**src/rtl/mult_pkg.sv**
```systemverilog
// Shared constants and state encoding for the multiplier top and its downstream accumulator.
package mult_pkg;

  localparam int unsigned OP_W   = 32;
  localparam int unsigned PROD_W = 64;
  localparam int unsigned ACC_W  = 72;

  typedef enum logic [0:0] {
    ACC  = 1'b0,
    HOLD = 1'b1
  } acc_state_t;

endpackage

```
**src/rtl/prod_accumulator_if.sv**
```systemverilog
// Product stream in, frame result out: valid/ready bundle for the product accumulator.
interface prod_accumulator_if #(
  parameter int unsigned PW = 64,
  parameter int unsigned AW = 72,
  parameter int unsigned CW = 8
);

  logic          in_valid;
  logic          in_ready;
  logic [PW-1:0] in_p;
  logic          in_last;
  logic          out_valid;
  logic          out_ready;
  logic [AW-1:0] out_sum;
  logic [CW-1:0] out_count;
  logic          out_ovf;

  modport master (
    output in_valid, in_p, in_last, out_ready,
    input  in_ready, out_valid, out_sum, out_count, out_ovf
  );

  modport slave (
    input  in_valid, in_p, in_last, out_ready,
    output in_ready, out_valid, out_sum, out_count, out_ovf
  );

endinterface

```
**src/rtl/prod_accumulator_adder.sv**
```systemverilog
// Zero-extending (AW+1)-bit adder; kept separate so synthesis can retime or swap it.
module acc_adder #(
  parameter int unsigned AW = 72,
  parameter int unsigned PW = 64
) (
  input  logic [AW-1:0] a,
  input  logic [PW-1:0] b,
  output logic [AW:0]   sum
);

  assign sum = {1'b0, a} + (AW+1)'(b);

endmodule

```
**src/rtl/prod_accumulator.sv**
```systemverilog
// Frame accumulator for the multiplier product stream: sums up to LEN beats (or up to
// in_last) and presents {sum, count, overflow} through a valid/ready handshake.
module prod_accumulator
  import mult_pkg::*;
#(
  parameter int unsigned PW  = PROD_W,
  parameter int unsigned AW  = ACC_W,
  parameter int unsigned LEN = 8,
  parameter int unsigned CW  = 8
) (
  input  logic                 clk,
  input  logic                 rst,
  input  logic                 clr,
  prod_accumulator_if.slave    bus
);

  localparam logic [CW-1:0] LEN_C = CW'(LEN);

  acc_state_t    state_q, state_d;
  logic [AW-1:0] acc_q;
  logic [CW-1:0] cnt_q;
  logic          ovf_q;

  logic [AW:0]   add_sum;
  logic [CW-1:0] cnt_inc;
  logic          accept;
  logic          frame_end;
  logic          release_out;

  acc_adder #(.AW(AW), .PW(PW)) u_adder (
    .a   (acc_q),
    .b   (bus.in_p),
    .sum (add_sum)
  );

  assign cnt_inc = cnt_q + CW'(1);

  // The result registers are the accumulator itself: frozen in HOLD, so no separate output copy.
  assign bus.out_sum   = acc_q;
  assign bus.out_count = cnt_q;
  assign bus.out_ovf   = ovf_q;

  // State register.
  always_ff @(posedge clk or negedge rst) begin
    if (!rst) state_q <= ACC;
    else      state_q <= state_d;
  end

  // Next state and handshake outputs; clr forces ACC from either state.
  always_comb begin
    state_d       = state_q;
    bus.in_ready  = 1'b0;
    bus.out_valid = 1'b0;
    accept        = 1'b0;
    frame_end     = 1'b0;
    release_out   = 1'b0;
    unique case (state_q)
      ACC: begin
        bus.in_ready = 1'b1;
        accept       = bus.in_valid & ~clr;
        frame_end    = accept & (bus.in_last | (cnt_inc == LEN_C));
        if (frame_end) state_d = HOLD;
      end
      HOLD: begin
        bus.out_valid = 1'b1;
        release_out   = bus.out_ready;
        if (bus.out_ready) state_d = ACC;
      end
    endcase
    if (clr) state_d = ACC;
  end

  // Accumulator, beat counter and sticky overflow; cleared on abort or on result handoff.
  always_ff @(posedge clk or negedge rst) begin
    if (!rst) begin
      acc_q <= '0;
      cnt_q <= '0;
      ovf_q <= 1'b0;
    end else if (clr || release_out) begin
      acc_q <= '0;
      cnt_q <= '0;
      ovf_q <= 1'b0;
    end else if (accept) begin
      acc_q <= add_sum[AW-1:0];
      cnt_q <= cnt_inc;
      ovf_q <= ovf_q | add_sum[AW];
    end
  end

  // Beat count never passes LEN within a frame.
  always @(posedge clk) begin
    if (rst) assert (cnt_q <= LEN_C);
  end

endmodule

```
**src/flat_wrapper.sv**
```systemverilog
// flat-port wrapper written by rule: the top's interface ports become plain ports
module prod_accumulator_flat import mult_pkg::*;
#(
  parameter int unsigned PW  = PROD_W,
  parameter int unsigned AW  = ACC_W,
  parameter int unsigned LEN = 8,
  parameter int unsigned CW  = 8
)
  (clk, rst, clr, bus_in_valid, bus_in_p, bus_in_last, bus_out_ready, bus_in_ready, bus_out_valid, bus_out_sum, bus_out_count, bus_out_ovf);
  prod_accumulator_if #(.PW(PW), .AW(AW), .CW(CW)) bus_i ();
  input  logic clk;
  input  logic rst;
  input  logic clr;
  input wire logic [$bits(bus_i.in_valid)-1:0] bus_in_valid;
  input wire logic [$bits(bus_i.in_p)-1:0] bus_in_p;
  input wire logic [$bits(bus_i.in_last)-1:0] bus_in_last;
  input wire logic [$bits(bus_i.out_ready)-1:0] bus_out_ready;
  output wire logic [$bits(bus_i.in_ready)-1:0] bus_in_ready;
  output wire logic [$bits(bus_i.out_valid)-1:0] bus_out_valid;
  output wire logic [$bits(bus_i.out_sum)-1:0] bus_out_sum;
  output wire logic [$bits(bus_i.out_count)-1:0] bus_out_count;
  output wire logic [$bits(bus_i.out_ovf)-1:0] bus_out_ovf;
  assign bus_i.in_valid = bus_in_valid;
  assign bus_i.in_p = bus_in_p;
  assign bus_i.in_last = bus_in_last;
  assign bus_i.out_ready = bus_out_ready;
  assign bus_in_ready = bus_i.in_ready;
  assign bus_out_valid = bus_i.out_valid;
  assign bus_out_sum = bus_i.out_sum;
  assign bus_out_count = bus_i.out_count;
  assign bus_out_ovf = bus_i.out_ovf;
  prod_accumulator #(.PW(PW), .AW(AW), .LEN(LEN), .CW(CW)) u_core (.clk(clk), .rst(rst), .clr(clr), .bus(bus_i));
endmodule
```
**config.mk**
```make
export PLATFORM = sky130hd
export DESIGN_NAME = prod_accumulator_flat
export DESIGN_NICKNAME = d
export VERILOG_FILES = /design/src/rtl/mult_pkg.sv /design/src/rtl/prod_accumulator_if.sv /design/src/rtl/prod_accumulator_adder.sv /design/src/rtl/prod_accumulator.sv /design/src/flat_wrapper.sv
export SDC_FILE = /design/constraint.sdc
export NUM_CORES = 1
export LEC_CHECK = 0
export ABC_AREA = 1
export BUFFER_PORTS_ARGS = -buffer_cell sky130_fd_sc_hd__buf_2
export CORE_MARGIN = 4
export CORE_UTILIZATION = 40
export DETAILED_ROUTE_END_ITERATION = 16
export SYNTH_ARGS = -nofsm -noshare
export SYNTH_HDL_FRONTEND = slang
export SYNTH_SLANG_ARGS = --single-unit
```
**constraint.sdc**
```tcl
create_clock -name clk -period 2.9 [get_ports clk]
set_input_delay 0.58 -clock clk [delete_from_list [all_inputs] [get_ports clk]]
set_output_delay 0.58 -clock clk [all_outputs]
set_load 0.02 [all_outputs]
```
# Yosys cells after proc, flatten, opt, wreduce, memory -nomap -nowiden
# Cells that the tools add are included.
# totals
reg_bits	82
wordCells	29
inputBits	70
output_inout_bits	83
# classes
n_addsub	2
n_bitwise	6
eq_ne	1
muxes	14
reduce_logical	2
# op_table
op	count
two-way mux 72 bit	2
adder 72 x 64 -> 73 bit	1
two-way mux 8 bit	2
two-way mux 1 bit	9
adder 8 x 1 -> 8 bit, second input constant	1
equality test 8 x 4 -> 1 bit, second input constant	1
bitwise AND 1 bit	2
inverter 1 bit	2
bitwise OR 1 bit	2
one-hot mux 1 bit (2 select lines)	1
nonzero test 2 bit	1
logical OR 1 bit	1

# Depth between registers and ports, before layout
# depth
depth_word	7
depth_mapped	16
depth_no_buf	16

# Cells and area by module
# From an unflattened synthesis, not the netlist that was laid out.
# unflattened
cells_unflattened	1657
hier_area_um2	9537.9
# by_module_without_submodules
mod	cells_each	seq_area_each_um2	instances	area_each_um2
acc_adder	1255	0.0	1	6022.0
prod_accumulator	402	2052.0	1	3515.9

# Least setup slack after synthesis
# No wires, ideal clock.
# synth_path
path_kind	input to register
start	input bus_in_p[0]
end	register u_core.acc_q[60], in the netlist u_core.bus.out_sum[60]
path_stages	12
path_slack_ns	0.674
setup_time_ns	0.118
t_required_ns	2.782
n_path_buf	0
t_arrival_ns	2.108
path_cell_list	ha_1 -> fa_1 -> nand3_1 -> nand3_2 -> a21oi_2 -> o21ai_1 -> nand2_1 -> nand2_2 -> nand2_1 -> nand3b_1 -> nand3_1 -> nand2_1
# synth_between
elab_chain_cells	3
# synth_lines
element	line_no	text
start, declared	flat_wrapper.sv:15	input wire logic [$bits(bus_i.in_p)-1:0] bus_in_p;
adder 72 x 64 -> 73 bit	prod_accumulator_adder.sv:11	assign sum = {1'b0, a} + (AW+1)'(b);
two-way mux 72 bit	prod_accumulator.sv:83	end else if (accept) begin
two-way mux 72 bit	prod_accumulator.sv:79	end else if (clr || release_out) begin
end signal, assigned	prod_accumulator.sv:84	acc_q <= add_sum[AW-1:0];
end, declared	prod_accumulator.sv:20	logic [AW-1:0] acc_q;
# No other way between the ends. The select of a mux whose other input is x is not followed.
# A chain may end at the register's enable or synchronous reset.

# Final worst setup path
# layout_path
start	register u_core.acc_q[0], in the netlist u_core.bus.out_sum[0]
end	register u_core.acc_q[42], in the netlist u_core.bus.out_sum[42]
# layout_between
elab_chain_cells	3
# layout_lines
element	line_no
adder 72 x 64 -> 73 bit	prod_accumulator_adder.sv:11
two-way mux 72 bit	prod_accumulator.sv:83
two-way mux 72 bit	prod_accumulator.sv:79
# No other way between the ends. The select of a mux whose other input is x is not followed.

==> impl_metrics.ini <==
[global_route]
grt_usage_pct = 26.9
grt_max_degree = 64
antenna_found_initial = 1
grt_pass1_vias = 9805
grt_remaining_overflow = 0
grt_pass1_wl_um = 52600

[synthesis]
synth_cells = 1573
dominantRegCellSynth = dfrtp_1
synth_cell_types = 40
ys_seq_elements = 82
syn_area_per_cell_um2 = 5.72
mappedNetlistArea_mm2 = 0.00900
ys_seq_area_share_pct = 22.8
yosysWarningCount = 0
async_flop_share_pct = 100
synth_edf_count = 0
syn_nets = 1709

[outcome]
status = complete, no violations

[timing]
finalSetupViolCount = 0
rsz0062_at_grt = no
final-hold-violation-count = 0
fin_skew_ns = 0.0123
fin_tns_setup_ns = 0
worst_pin_slew_ns = 0.835
final-max-slew-violation-count = 0
period_minus_slack_ns = 2.68
worst_hold_slack_ns = 0.101
post-route-period-util_pct = 92.5
max_slew_margin_pct = 44.3
fmax_ghz = 0.373

[power]
ir_worst_vdd_mv = 0.311
seqPwrFrac_pct = 28.0
clockPowerShare_pct = 25.3
p_comb_share_pct = 46.8
leakagePower_nw = 6.09
internal-power_mw = 2.67
swShare_pct = 45.9
p_sw_mw = 2.26
p_per_area_mw_per_mm2 = 466

[clocking]
clockRootBuffer = clkbuf_16
cts_setup_buffers = 0
cts_tree = yes
clk_pin_slew_ns = 0.07
htree_levels = 3
worstSkewPairLatency_ns = 0.36
cts_buffers = 9
clock_sinks = 82
post_cts_resized = 0
clockBufferDepth = 2
ctsHoldBuffers = 0

[setup_path]
startpoint_type = register
cp.required_ns = 3.20
reg2reg_to = u_core.bus.out_sum[42]
reg2reg_slack_ns = 0.22
crit_arrival_ns = 2.98
crit_path_end_kind = register
cp_max_fo = 5
reg2reg_depth = 15
crit-reg2reg-launch = u_core.bus.out_sum[0]
critPathKind = reg2reg

[floorplan]
die_h_um = 158
core.rowCount = 54
pin_count = 153
die_w_um = 158
die_area_mm2 = 0.0250
initial_core_util_pct = 41.0
core_mm2 = 0.0220

[layout]
final_layout_size_suffix_gt1_share_pct = 14.4
stdcell_area_mm2 = 0.0106
final_net_count = 1883
post-route-util_pct = 48.1
area_growth_pct = 17.4
num_antenna_cells = 0

[route]
finalWirelength_um = 33400
drt_iter0_drc = 788
vias = 10300
avgRoutedWirePerCell_um = 16.4
ant_nets = 0
first_pass_iters = 5
viasPerCell = 5.05
drcViolationCount = 0

[min_path]
min_path_type = in2async

[place]
dpl_cell_area_mm2 = 0.0103
port_buffers = 152
dp_hpwl_um = 27500
place.gp.congestion = 1.01

[flow_run]
maxCapViolations = 0
-- Yosys cell counts, types with 2 or more instances --
cell / instances / area share (%)
nand3b_1: 13 / 1.1
nor2_4: 3 / 0.38
inv_1: 261 / 11
nand3_1: 69 / 3.8
inv_2: 6 / 0.25
ha_1: 65 / 9.0
o31ai_1: 3 / 0.25
a21oi_2: 2 / 0.19
o22ai_1: 5 / 0.35
buf_2: 8 / 0.44
nor3_2: 5 / 0.56
nand3_2: 10 / 1.1
nor3_1: 14 / 0.78
o21ai_0: 73 / 4.1
o21bai_1: 9 / 0.75
clkbuf_1: 6 / 0.25
nand4_1: 7 / 0.49
nor4_1: 5 / 0.35
a21oi_1: 102 / 5.7
o21ai_1: 8 / 0.44
dfrtp_1: 82 / 23
nor2_2: 12 / 0.83
xor2_1: 4 / 0.39
xnor2_1: 4 / 0.39
or2_2: 3 / 0.21
a21boi_0: 2 / 0.17
o21bai_2: 2 / 0.25
nand2_1: 611 / 25
nor2_1: 156 / 6.5
nand2_2: 13 / 0.90
-- cell families (layout without fill, tap and decap cells) --
family	after synthesis	count (layout)	share of synthesized area, %
DFF	82	82	22.8
xor gates and xnor gates	8	8	0.778
buffers and inverters	283	462	12.0
and+or+nand+nor	924	924	42.7
AOI/OAI and AO/OA	210	210	12.5
adders and majority gates	66	66	9.26
-- cell usage in the layout, fill, tap and decap left out, types with 3 or more instances in the layout --
cell type / count
nand2_1: 611
inv_1: 261
nor2_1: 155
buf_2: 151
a21oi_1: 102
dfrtp_1: 82
o21ai_0: 73
nand3_1: 69
ha_1: 65
buf_4: 26
nor3_1: 14
nand2_2: 13
nand3b_1: 13
nor2_2: 11
nand3_2: 10
o21bai_1: 9
clkbuf_16: 9
o21ai_1: 8
nand4_1: 7
inv_2: 6
nor2_4: 5
nor3_2: 5
o22ai_1: 5
nor4_1: 5
xnor2_1: 4
xor2_1: 4
or2_2: 3
o31ai_1: 3
inv_6: 3
-- through the flow --
stage	power [mW]	setup WS, ns	cells
floorplan	2.87	0.674	1573
global placement	3.66	0.0312	2016
detailed placement	3.68	0.0161	2016
CTS	4.94	0.261	2032
global route	5.28	0.0358	2032
finish	4.93	0.218	2032
-- power by group through the flow --
| stage | clock network, mW | registers [mW] | logic [mW] |
|---|---|---|---|
| 6_report | 1.24 | 1.38 | 2.30 |
| 5_1_grt | 1.31 | 1.40 | 2.57 |
| 4_1_cts | 1.27 | 1.38 | 2.29 |
| 3_5_place_dp | 0 | 1.40 | 2.28 |
| 3_3_place_gp | 0 | 1.40 | 2.27 |
| 2_1_floorplan | 0 | 1.53 | 1.34 |
-- how the worst max path moves through the flow --
stage / startpoint / end / slack [ns] / depth (start not counted)
3_5_place_dp: bus_in_p[0] / u_core.bus.out_sum[40] / 0.02 / 13
2_1_floorplan: bus_in_p[0] / u_core.bus.out_sum[60] / 0.67 / 12
6_report: u_core.bus.out_sum[0] / u_core.bus.out_sum[42] / 0.22 / 15
4_1_cts: u_core.bus.out_sum[0] / u_core.bus.out_sum[42] / 0.26 / 15
5_1_grt: u_core.bus.out_sum[0] / u_core.bus.out_sum[42] / 0.04 / 15
3_3_place_gp: bus_in_p[0] / u_core.bus.out_sum[40] / 0.03 / 13
-- worst max-delay path, stage by stage (launching register included) --
cell,delay (ns)
dfrtp_1,0.41
ha_1,0.27
fa_1,0.51
nand3_1,0.13
nand3_2,0.15
nand2_1,0.10
nand2_1,0.12
nand2_1,0.10
nand2_2,0.09
nand3_1,0.09
nand2_1,0.17
nand3_1,0.15
nand2_1,0.06
nand2_1,0.06
nand3_1,0.12
nand2_1,0.09
-- sequential cells by signal, indices dropped and copies added, names as in the netlist --
register              cells
u_core.bus.out_count      8
u_core.state_q            1
u_core.bus.out_sum       72
u_core.bus.out_ovf        1
-- routing by layer --
layer	share of wire (%)	track usage [%]
met1	48	39.9
met2	43	41.3
met3	7.0	3.03
met4	2.0	7.27
met5	0.039	0
-- layout make-up --
type / count / area [µm²]
clock buffer: 9 / 225
clock inverter: 7 / 73.8
fill: 2412 / 11400
inverter: 268 / 1010
multi-input combinational: 1208 / 5890
sequential: 82 / 2050
tap: 280 / 350
timing repair buffer: 178 / 971
Power figures use the tool's default switching activity.
